--- config.mk ---
export PLATFORM = sky130hd
export DESIGN_NAME = survivor_wr_ctrl
export DESIGN_NICKNAME = d
export VERILOG_FILES = /design/src/rtl/survivor_wr_ctrl.sv
export SDC_FILE = /design/constraint.sdc
export NUM_CORES = 1
export LEC_CHECK = 0
export CAP_MARGIN = 20
export CORE_ASPECT_RATIO = 0.5
export CORE_MARGIN = 2
export CORE_UTILIZATION = 25
export DETAILED_ROUTE_END_ITERATION = 8
export PLACE_DENSITY = 0.59
export SLEW_MARGIN = 20
export SYNTH_ARGS = -nofsm -noshare
export SYNTH_HDL_FRONTEND = slang
export SYNTH_SLANG_ARGS = --single-unit
--- constraint.sdc ---
create_clock -name clk -period 1.88 [get_ports clk]
set_input_delay 0.376 -clock clk [delete_from_list [all_inputs] [get_ports clk]]
set_output_delay 0.376 -clock clk [all_outputs]
set_load 0.1 [all_outputs]
--- src/rtl/survivor_wr_ctrl.sv ---
// Survivor-memory write controller: registers ACS decisions into an 8-row circular window and launches traceback.
// Latency: one cycle from accept to row write; tb_start one cycle after the final write.
// Backpressure: dec_ready is decoded from state only, low outside FILL; upstream holds data while it is low.
module survivor_wr_ctrl #(
    parameter int DEC_W = 4
) (
    input  logic             clk,
    input  logic             rst,
    input  logic             dec_valid,
    input  logic [DEC_W-1:0] dec_in,
    output logic             dec_ready,
    input  logic             flush,
    output logic [2:0]       wr_addr,
    output logic             wr_en,
    output logic [DEC_W-1:0] wr_data,
    output logic             tb_start,
    output logic [2:0]       tb_base,
    output logic [3:0]       tb_len,
    input  logic             tb_done,
    output logic [3:0]       fill_cnt
);

    typedef enum logic [2:0] {
        IDLE   = 3'd0,
        FILL   = 3'd1,
        COMMIT = 3'd2,
        LAUNCH = 3'd3,
        TRACE  = 3'd4
    } state_t;

    state_t     state;
    state_t     state_nxt;
    logic [2:0] wr_ptr;
    logic       accept;
    logic       full_hit;
    logic       flush_hit;
    logic       go_commit;

    assign accept    = dec_valid && dec_ready;
    assign full_hit  = accept && (fill_cnt == 4'd7);
    // A flush with nothing stored and nothing arriving has no window to trace.
    assign flush_hit = flush && ((fill_cnt != 4'd0) || accept);
    assign go_commit = (state == FILL) && (full_hit || flush_hit);

    always_ff @(posedge clk or posedge rst) begin
        if (rst) begin
            state <= IDLE;
        end else begin
            state <= state_nxt;
        end
    end

    always_comb begin
        state_nxt = state;
        case (state)
            IDLE:    state_nxt = FILL;
            FILL:    if (go_commit) state_nxt = COMMIT;
            COMMIT:  state_nxt = LAUNCH;
            LAUNCH:  state_nxt = TRACE;
            TRACE:   if (tb_done) state_nxt = FILL;
            default: state_nxt = IDLE;
        endcase
    end

    always_comb begin
        dec_ready = (state == FILL);
        tb_start  = (state == LAUNCH);
    end

    always_ff @(posedge clk or posedge rst) begin
        if (rst) begin
            wr_ptr   <= 3'd0;
            wr_addr  <= 3'd0;
            wr_en    <= 1'b0;
            wr_data  <= '0;
            tb_base  <= 3'd0;
            tb_len   <= 4'd0;
            fill_cnt <= 4'd0;
        end else begin
            wr_en <= accept;
            if (accept) begin
                wr_addr <= wr_ptr;
                wr_data <= dec_in;
                wr_ptr  <= wr_ptr + 3'd1;
            end
            // Newest entry is the one being written now, or the previous one on a bare flush.
            if (go_commit) begin
                tb_base <= accept ? wr_ptr : (wr_ptr - 3'd1);
                tb_len  <= fill_cnt + {3'd0, accept};
            end
            if ((state == TRACE) && tb_done) begin
                fill_cnt <= 4'd0;
            end else if (accept) begin
                fill_cnt <= fill_cnt + 4'd1;
            end
        end
    end

endmodule

==> results.md <==
* Worst hold path type: in2async
* Post-DP HPWL at between 1.5 and 2 mm
* Syn avg cell area at between 10 and 15 sq um
* Largest stage delay on the critical path at ~0.47 ns
* Antenna violations before repair at 0
* Post-synthesis adder-cell area fraction at between 5 and 6%
* Critical path depth at 6
* Seq/Total Area, Yosys at 53.76%
* Fillers at around 420
* Fin area at ~0.0018 sq mm
* Drt total wl at 2.545 mm
* GR Util met2 at 17.23%
* Post-CTS resize count at 0
* Crit Path Max Fanout at 5
* Final Skew at around 0.0037 ns
* Fraction of layout cells with a size suffix above 1 at between 30% and 40%
* Hold_buf cts at 0
* Normalized max-slew margin at between 70% and 80%
* Type of origin of the critical path: register
* Vias in the first global route at slightly below 900
* Largest family of logic cells by synthesized area: simple AND/OR/NAND/NOR gates
* Nets at 163
* Arrival @ worst endpoint at between 1.5 and 2 ns
* DR pass1 iterations at 4
* TritonCTS buffer count at 3
* CP delay by family, top: simple AND/OR/NAND/NOR gates
* CP cell instances: inv_1 > ha_1 > or3b_4 > a21oi_4 > nor2_4 > mux2_4
* DRC viols at 0
* Synth Area in Compound Gates at a little under a tenth
* Synthesized area at between 0.001 and 0.0015 sq mm
* Highest Clock Rate at roughly 550 MHz
* Antenna diode count at 0
* H-tree depth at 1
* Worst slack, placed at -0.07717 ns
* Critical R2R Launch: fill_cnt[0]
* Top Usage Layer GRT: met2
* Post-Route Setup TNS at 0 ns
* Die X at about 100 um
* Critical R2R Capture: tb_len[1]
* Worst setup EP type: register
* Max-cap violation count at 0
* Die H at roughly 52 um
* Sink Count at 25
* Core area at around 0.0044 sq mm
* Post-Place Cell Area at between 0.0015 and 0.002 sq mm
* Total grt overflow at 0
* IO Port Bufs at 29
* Slowest CP cell: dfrtp_2
* Most frequent cells in the layout: 28 x nand2_1, 22 x dfrtp_1, 18 x buf_12
* Area Growth Syn to Fin at 55.70%
* Setup ws final at ~0.069 ns
* Mapped Cells at ~110
* Clock-pin slew on the worst setup and hold paths at 0.08 ns
* Final Hold Fails at 0
* GPL Wtd Cong at roughly 0.83
* Post-synthesis mux area share at around 5.2%
* Top_reg_cell synth: dfrtp_1
* Vias per Instance at roughly 4.2
* Yosys Warn Count at 0
* Final Max Slew Viols at 0
* Starting Density at about a quarter
* I/O pin total at 30
* Global-route wire length before repair at 4.319 mm
* Largest net degree at the start of global routing at 26
* Synth Area in Simple Gates at 18.39%
* Syn nets at 123
* Most common cell after layout, fill and taps aside: nand2_1
* Final Cycle Share at 96.32%
* CTS tree: yes
* WHS at 0.4614 ns
* Postcts setup bufs at 0
* RSZ-0062 raised after global routing: false
* Routed len/inst at between 10 and 15 um
* CTS Buffer Depth at 2
* Post-synth EDFFs at 0
* Num rows at 17
* Final setup vio count at 0
* 1st-iter DRT viols at 30
* Clk_lat worst skew at approximately 0.26 ns
* Worst Path Class, Setup: reg2reg
* Yosys reg bits at 25
* Count of cell types in the netlist at 27
* Worst Tran Pin Value at between 0.3 and 0.4 ns
* Die footprint at ~0.0052 sq mm
* Via count at 863
* Fraction of registers with async set/reset at 100.0%
* Met3 GRT Util at approximately 2%
* Path depth of the worst reg2reg path at 6
* CP Data Required Time at between 2 and 2.5 ns
* Total track usage at 10.74%
* Routing usage on met1 at around 15%
* Flop-to-flop setup slack at just under 0.07 ns
* ANT nets after route at 0
* Status: complete, no violations
* WP buf/inv at 1
* Root Buffer: clkbuf_8
* Xor-xnor portion of the synthesized cell area at under 10%
* Final Critical Period at ~1.8 ns
how the worst max path moves through the flow:
stage           startpoint    endpoint  slack [ns]
2_1_floorplan     state[1]  tb_base[1]       -0.31
3_3_place_gp     dec_valid   tb_len[3]      -0.005
3_5_place_dp     dec_valid  tb_base[0]       -0.08
4_1_cts        fill_cnt[0]   tb_len[1]        0.07
5_1_grt        fill_cnt[0]   tb_len[1]       0.002
6_report       fill_cnt[0]   tb_len[1]        0.07
worst reg2reg max path, stage by stage (launching register included):
cell and delay (ns):
dfrtp_2 0.47, inv_1 0.10, ha_1 0.14, or3b_4 0.39, a21oi_4 0.19, nor2_4 0.09, mux2_4 0.31
registers in the layout, summed over array words and instances, names as in the netlist:
register	flops
tb_base	3
wr_addr	3
wr_en	1
state	3
tb_len	4
wr_ptr	3
wr_data	4
fill_cnt	4
metrics by stage:
stage                     util, %  cells
after global placement      39.74    201
after detailed placement    39.74    201
after CTS                   40.75    205
after global routing        40.75    205
final                       40.75    205
after floorplan                 -    109
cells in the mapped netlist (all sizes together), types with 2 or more instances:
| cell | count | area [sq um] |
|---|---|---|
| xor2 | 3 | 26.28 |
| dfrtp | 25 | 625.6 |
| nor2 | 8 | 37.54 |
| o31ai | 3 | 22.52 |
| nand2 | 28 | 105.1 |
| a21oi | 3 | 26.28 |
| ha | 5 | 62.56 |
| mux2 | 4 | 60.06 |
| inv | 5 | 18.77 |
| and3b | 2 | 18.77 |
| xnor2 | 4 | 35.03 |
| o21ai | 8 | 43.79 |
logic make-up after synthesis:
logic type / count (synthesis)
and+or+nand+nor: 44
DFF: 25
AOI/OAI and AO/OA: 16
buffers and inverters: 8
xor gates and xnor gates: 7
adders and majority gates: 5
muxes: 4
metal layers:
metal / wire length (um) / vias up
met2: 1142 / 15
met5: 0 / -
li1: - / 439
met1: 1330 / 407
met4: 22 / 0
met3: 49 / 2
cell type report:
type / instances / area, sq um / share of cell area, %
clock buffers: 4 / 45.04 / 2.486
inverters: 6 / 22.52 / 1.243
multi-input cells: 76 / 520.5 / 28.73
flip-flops and latches: 25 / 629.4 / 34.74
well taps: 57 / 71.32 / 3.936
repair buffers: 37 / 523.0 / 28.87
Power is left out: the tool's default activity adds up to more than one toggle a clock period on the data nets, which glitch-free logic cannot reach.
